--- config.mk ---
export PLATFORM = sky130hd
export DESIGN_NAME = seq_divider
export DESIGN_NICKNAME = d
export VERILOG_FILES = /design/src/rtl/seq_divider.sv
export SDC_FILE = /design/constraint.sdc
export NUM_CORES = 1
export LEC_CHECK = 0
export CAP_MARGIN = 30
export CORE_ASPECT_RATIO = 0.5
export CORE_MARGIN = 3
export CORE_UTILIZATION = 45
export DETAILED_ROUTE_END_ITERATION = 8
export PLACE_DENSITY_LB_ADDON = 0.15
export REMOVE_ABC_BUFFERS = 1
export SYNTH_ARGS = -nofsm -noshare
export SYNTH_HDL_FRONTEND = slang
export SYNTH_SLANG_ARGS = --single-unit
--- constraint.sdc ---
create_clock -name clk -period 3.3 [get_ports clk]
set_input_delay 0.66 -clock clk [delete_from_list [all_inputs] [get_ports clk]]
set_output_delay 0.66 -clock clk [all_outputs]
set_load 0.05 [all_outputs]
--- src/rtl/seq_divider.sv ---
`default_nettype none
//============================================================================
// Module      : seq_divider
// Description : Multi-cycle unsigned restoring divider. One trial
//               subtraction per clock, WIDTH iterations per operation.
//               A zero divisor skips the iterations and reports
//               quotient = all ones, remainder = dividend.
//
// Ports
//   clk          in   system clock, rising edge
//   rst          in   synchronous active-high reset
//   start        in   request pulse, accepted only while idle
//   dividend     in   [WIDTH] numerator, sampled on the accepting edge
//   divisor      in   [WIDTH] denominator, sampled on the accepting edge
//   busy         out  high while iterations are in progress
//   done         out  one-cycle pulse, results valid
//   quotient     out  [WIDTH] result quotient, held between operations
//   remainder    out  [WIDTH] result remainder, held between operations
//   div_by_zero  out  set with done when the divisor was zero
//
// Revision    : 1.0  initial release
//============================================================================
module seq_divider #(
    parameter int WIDTH = 32
) (
    input  logic             clk,
    input  logic             rst,
    input  logic             start,
    input  logic [WIDTH-1:0] dividend,
    input  logic [WIDTH-1:0] divisor,
    output logic             busy,
    output logic             done,
    output logic [WIDTH-1:0] quotient,
    output logic [WIDTH-1:0] remainder,
    output logic             div_by_zero
);

    localparam int                 c_cnt_w = (WIDTH > 1) ? $clog2(WIDTH) : 1;
    localparam logic [c_cnt_w-1:0] c_last  = c_cnt_w'(WIDTH - 1);

    localparam logic [1:0] c_st_idle = 2'd0;
    localparam logic [1:0] c_st_run  = 2'd1;
    localparam logic [1:0] c_st_done = 2'd2;

    logic [1:0]         r_state;
    logic [1:0]         w_next_state;
    logic [WIDTH-1:0]   r_divisor;
    // Partial remainder. The arithmetic is WIDTH+1 bits wide, but the
    // stored value is always below the divisor, so its top bit is
    // always zero and is not kept.
    logic [WIDTH-1:0]   r_rem;
    logic [WIDTH-1:0]   r_q;
    logic [c_cnt_w-1:0] r_cnt;
    logic               r_busy;
    logic               r_done;
    logic [WIDTH-1:0]   r_quotient;
    logic [WIDTH-1:0]   r_remainder;
    logic               r_div_by_zero;

    logic [WIDTH:0]     w_trial;
    logic [WIDTH-1:0]   w_rem_next;
    logic [WIDTH-1:0]   w_q_next;
    logic               w_last;

    // One restoring-division step: shift in the next dividend bit and
    // try to subtract the divisor; a borrow means restore.
    always_comb begin
        w_trial    = {r_rem, r_q[WIDTH-1]} - {1'b0, r_divisor};
        w_rem_next = w_trial[WIDTH-1:0];
        w_q_next   = {r_q[WIDTH-2:0], 1'b1};
        if (w_trial[WIDTH]) begin
            w_rem_next = {r_rem[WIDTH-2:0], r_q[WIDTH-1]};
            w_q_next   = {r_q[WIDTH-2:0], 1'b0};
        end
    end

    assign w_last = (r_cnt == c_last);

    always_comb begin
        w_next_state = r_state;
        case (r_state)
            c_st_idle: begin
                if (start) begin
                    w_next_state = (divisor == '0) ? c_st_done : c_st_run;
                end
            end
            c_st_run: begin
                if (w_last) begin
                    w_next_state = c_st_done;
                end
            end
            c_st_done: w_next_state = c_st_idle;
            default:   w_next_state = c_st_idle;
        endcase
    end

    always_ff @(posedge clk) begin
        if (rst) begin
            r_state       <= c_st_idle;
            r_divisor     <= '0;
            r_rem         <= '0;
            r_q           <= '0;
            r_cnt         <= '0;
            r_busy        <= 1'b0;
            r_done        <= 1'b0;
            r_quotient    <= '0;
            r_remainder   <= '0;
            r_div_by_zero <= 1'b0;
        end else begin
            r_state <= w_next_state;
            // Status flags follow the state being entered so that they
            // come straight from flops.
            r_busy  <= (w_next_state == c_st_run);
            r_done  <= (w_next_state == c_st_done);
            case (r_state)
                c_st_idle: begin
                    if (start) begin
                        if (divisor == '0) begin
                            r_quotient    <= '1;
                            r_remainder   <= dividend;
                            r_div_by_zero <= 1'b1;
                        end else begin
                            r_divisor <= divisor;
                            r_rem     <= '0;
                            r_q       <= dividend;
                            r_cnt     <= '0;
                        end
                    end
                end
                c_st_run: begin
                    r_rem <= w_rem_next;
                    r_q   <= w_q_next;
                    r_cnt <= r_cnt + c_cnt_w'(1);
                    if (w_last) begin
                        r_quotient    <= w_q_next;
                        r_remainder   <= w_rem_next;
                        r_div_by_zero <= 1'b0;
                    end
                end
                default: begin
                end
            endcase
        end
    end

    assign busy        = r_busy;
    assign done        = r_done;
    assign quotient    = r_quotient;
    assign remainder   = r_remainder;
    assign div_by_zero = r_div_by_zero;

endmodule
`default_nettype wire

# == Word-level counts from Yosys, hierarchy flattened ==
# Cells that the tools add are included.
# word_totals
reg_bits,170
in_bits,67
output_inout_bits,67
word_cells,54
# classes
add_sub_neg,2
eq_ne,8
n_mux,27
bitwise,1
n_reduce_logical,6
# op_table
cell,count
$mux W32,11
$pmux W32 S2,4
$sub A33 B32 Y33,1
$logic_not A32 Y1,1
$mux W5,2
$pmux W5 S2,1
$ne A2 B2 Y1 const B,4
$mux W2,3
$reduce_and A3 Y1,2
$add A5 B1 Y5 const B,1
$eq A5 B5 Y1 const B,1
$eq A2 B1 Y1 const B,2
$mux W1,4
$pmux W2 S2,1
$reduce_and A4 Y1,1
$eq A2 B2 Y1 const B,1
$logic_not A2 Y1,1
$pmux W1 S2,1
$reduce_bool A2 Y1,1
$not A1 Y1,1

# == Depth between registers and ports, before layout ==
# logic_depth
word_depth,5
ltp_mapped,14
mapped_depth_nobuf,13

# == Worst setup path after synthesis ==
# No wires, ideal clock.
# synth_timing
path_kind,register to register
from,register r_q[31]
to,register r_remainder[28] (netlist: remainder[28])
setup_ns,0.103
arrival_time_ns,2.985
setup_slack_ns,0.211
path_stages_with_launch,15
n_path_buf,1
path_cell_list,dfxtp_1 > inv_1 > ha_1 > inv_1 > fa_1 > a211oi_2 > o21ai_2 > o221ai_2 > o31ai_1 > o31a_1 > or3_4 > buf_6 > a21boi_1 > a31oi_1 > a2111oi_2
# synth_between
elab_chain_len,4
# synth_rtl
item,line,text
from (decl),52,logic [WIDTH-1:0] r_q;
from (signal assigned),125,r_q <= dividend;
from (signal assigned),132,r_q <= w_q_next;
$sub A33 B32 Y33,68,"w_trial = {r_rem, r_q[WIDTH-1]} - {1'b0, r_divisor};"
$mux W32,71,if (w_trial[WIDTH]) begin
$mux W32,134,if (w_last) begin
$pmux W32 S2,115,case (r_state)
to (signal assigned),120,r_remainder <= dividend;
to (signal assigned),136,r_remainder <= w_rem_next;
to (decl),57,logic [WIDTH-1:0] r_remainder;
# No other way between the ends. The select of a mux whose other input is x is not followed.
# A chain may end at the register's enable or synchronous reset.

# == Worst setup path in the final report ==
# layout_timing
from,register r_q[31]
to,register r_remainder[21] (netlist: remainder[21])
# Same word-level chain as after synthesis.

==> flow_summary.json <==
{
  "final_common_cell": "nand2_1",
  "slew_viol_final": 0,
  "n_fill_cell": 1605,
  "arrival_ps": 3710,
  "post_drt_wl_per_cell_um": 19.30,
  "tightest_slew_ps": 882.9,
  "final-seq-area_um2": 3406,
  "hold_class": "reg -> reg",
  "avgSynthCellArea_um2": 7.704,
  "min_path_cells": 2,
  "cts_tree": "yes",
  "clock-sinks": 170,
  "min_period_ps": 3353,
  "synth_top_flop_cell": "dfxtp_1",
  "die_h_um": 105.0,
  "crit_cells": 14,
  "drt-total-wl_um": 31080,
  "clk_pin_slew_worst_paths_ps": 80,
  "gp_congestion": 0.9660,
  "num_rows": 35,
  "synth-edff-count": 0,
  "fin_ws_ps": -53.39,
  "grt_start_max_net_pins": 65,
  "rsz0062_at_grt": "yes",
  "synthesis.area_um2": 8813,
  "powerDensity_nw_per_um2": 809.8,
  "ys_ff_latch": 170,
  "crit_chain": "inv_2 -> ha_4 -> inv_2 -> fa_2 -> a211oi_2 -> o21ai_2 -> o221ai_2 -> o31ai_2 -> o31a_1 -> buf_4 -> or3_4 -> a21boi_1 -> o21ai_2 -> a311oi_1",
  "cp_slowest_cell": "or3_4",
  "ys_types": 63,
  "critPathRequiredTime_ps": 3660,
  "cts_root_buffer": "clkbuf_16",
  "worst_hold_path.endpoint": "r_divisor[28]",
  "mostFrequentLayoutCells": "186 x nand2_1, 168 x dfxtp_1, 132 x clkdlybuf4s50_1",
  "grtUsageTotal": 0.2714,
  "die_w_um": 203.9,
  "multiInputGateArea_um2": 5463,
  "antenna_left": 0,
  "drtIter0Drc": 920,
  "cts_buffers": 17,
  "synthMuxAreaShare": 0.001136,
  "antenna_found_initial": 1,
  "violations": "negative setup slack",
  "cp_max_fo": 7,
  "synth_simple_gate_area_frac": 0.2402,
  "p_leak_uw": 0.004702,
  "ios": 134,
  "cp_num_buf_inv": 3,
  "min-delay-start": "r_divisor[28]",
  "worst_ir_drop_vdd_mv": 0.5769,
  "syn_inst": 1144,
  "nNetsFinal": 1440,
  "skew_ps": 16.85,
  "ys_warn_count": 0,
  "hold_viol": 0,
  "initial_utilization": 0.4691,
  "r2r-start": "r_q[31]",
  "num_vias": 9490,
  "final-setup-viol-count": 11,
  "post-route-period-util": 1.016,
  "area_growth_pct": 41.27,
  "io_buffers": 133,
  "path_class": "reg -> reg",
  "postCtsHoldBufs": 0,
  "synthArstFlopShare": 0,
  "core_area_um2": 18790,
  "max_freq_ghz": 0.2982,
  "htreeDepth": 4,
  "synthAdderAreaFrac": 0.05054,
  "path_delay_family": "compound AO/OA/AOI/OAI gates",
  "yosysSeqAreaShare": 0.3861,
  "synth_compound_area_frac": 0.2486,
  "r2r_cells": 14,
  "vias_per_cell": 5.894,
  "drc_errors": 0,
  "overflow": 0,
  "cp-end-kind": "flop",
  "start_kind": "flop",
  "relSlewSlack": 0.4114,
  "place_hpwl_um": 21990,
  "drive_gt1_frac": 0.1873,
  "grt_pass1_vias": 8423,
  "status": "finished, violations left",
  "clock_latency_ps": 450,
  "ff2ff_setup_slack_ps": -50,
  "totalPowerFinal_uw": 10080,
  "utilization": 0.6627,
  "synthXorXnorAreaFrac": 0.01888,
  "critPathMaxStageDelay_ps": 450,
  "die_area_um2": 21400,
  "synth_top_family_by_area": "compound AO/OA/AOI/OAI gates",
  "rr_endpoint": "remainder[21]",
  "max-cap-violations": 0,
  "drt_pass1_iterations": 5,
  "diodes": 0,
  "clock_path_buffers": 2,
  "grt_first_pass_wirelength_um": 46220
}
==> synthesized netlist by cell type, types with 3 or more instances <==
cell       number  area (um2)
nor3b_1         4       30.03
nand2_1       186       698.2
ha_1           34       425.4
nand3_1        14       70.07
a21boi_1       21       157.7
and3_1          8       50.05
a311oi_1       56       490.5
o31a_1          4       35.03
a2111oi_0       3       26.28
a21o_1         19       142.6
nor2_1        121       454.2
o21ai_0        31       155.2
o211ai_1        7       52.55
a21boi_0        7       52.55
nor4_1         10       62.56
and2_1          3       18.77
or2_2           4       25.02
and4_1          5       43.79
buf_1           7       26.28
nand4_1         6       37.54
nand3b_1        6       45.04
o21ai_1        24       120.1
a22oi_1         3       22.52
inv_1          40       150.1
nand2b_1        6       37.54
clkbuf_1       66       247.7
dfxtp_1       170        3403
a211oi_1       11       82.58
a31oi_1         6       37.54
or3_1           5       31.28
xor2_1         11       96.34
nor3_1         90       450.4
buf_2           9       45.04
o41ai_2         4       65.06
xnor2_1         8       70.07
o21a_1          9       67.56
a21oi_1        94       470.5
==> registers in the layout (all words and copies together) (netlist names) <==
name,cells
r_rem,32
done,1
quotient,32
r_cnt,5
r_state,2
r_divisor,32
busy,1
r_q,32
div_by_zero,1
remainder,32
==> logic make-up after synthesis <==
| logic type | after synthesis |
|---|---|
| fa+ha+maj | 35 |
| compound gates | 321 |
| mux | 1 |
| xor+xnor | 19 |
| flops | 170 |
| buf+inv | 123 |
| simple gates | 475 |
==> tightest hold or removal path, cell delays in order (launching register included) <==
cell and delay [ps]:
dfxtp_1 310, nand2_1 50, a21oi_1 50
==> metrics by stage <==
stage	std cells	worst slack [ps]	instance area [um2]	setup TNS [ps]	hold WS, ps
global placement	1558	-8.691	11090	-16.30	444.5
CTS	1590	2.796	11740	0	458.8
detailed placement	1558	-68.27	11090	-217.9	449.4
global route	1610	-132.2	12450	-2230	477.4
floorplan	1061	-1380	8483	-104480	430.3
finish	1610	-53.39	12450	-251.3	456.4
==> how the worst max path moves through the flow <==
| stage | from | end | slack (ps) |
|---|---|---|---|
| detailed placement | r_divisor[1] | remainder[18] | -70 |
| finish | r_q[31] | remainder[21] | -50 |
| global route | r_q[31] | remainder[16] | -130 |
| floorplan | divisor[16] | remainder[28] | -1380 |
| global placement | r_q[31] | remainder[21] | -9 |
| CTS | r_q[31] | remainder[22] | 3 |
==> metal layers <==
metal,GRT usage,vias to the layer above,wire [um]
met5,0,-,0
met4,0.04661,0,313
met3,0.05727,29,2840
met2,0.3811,428,12940
met1,0.4245,4542,14990
li1,-,4491,-
==> cell type report <==
type / instances / share of cell area
Multi-Input combinational cell: 854 / 0.4387
Tap cell: 259 / 0.02603
Clock buffer: 18 / 0.03527
Inverter: 40 / 0.01206
Timing Repair Buffer: 255 / 0.2002
Clock inverter: 14 / 0.01417
Sequential cell: 170 / 0.2735
==> where the power goes <==
| group | switching, uW | internal [uW] | total, uW |
|---|---|---|---|
| Clock | 969 | 1110 | 2080 |
| Combinational | 3030 | 2620 | 5650 |
| Sequential | 162 | 2190 | 2350 |
==> what timing repair did <==
| action | in CTS | in global routing |
|---|---|---|
| gates resized for setup | 9 | 106 |
| pin swaps | 0 | 55 |
| cloned | 0 | 6 |
| setup endpoints to repair | 12 | 45 |
| buffers inserted | 0 | 21 |
Note: power is estimated with default switching activity, not from simulation.
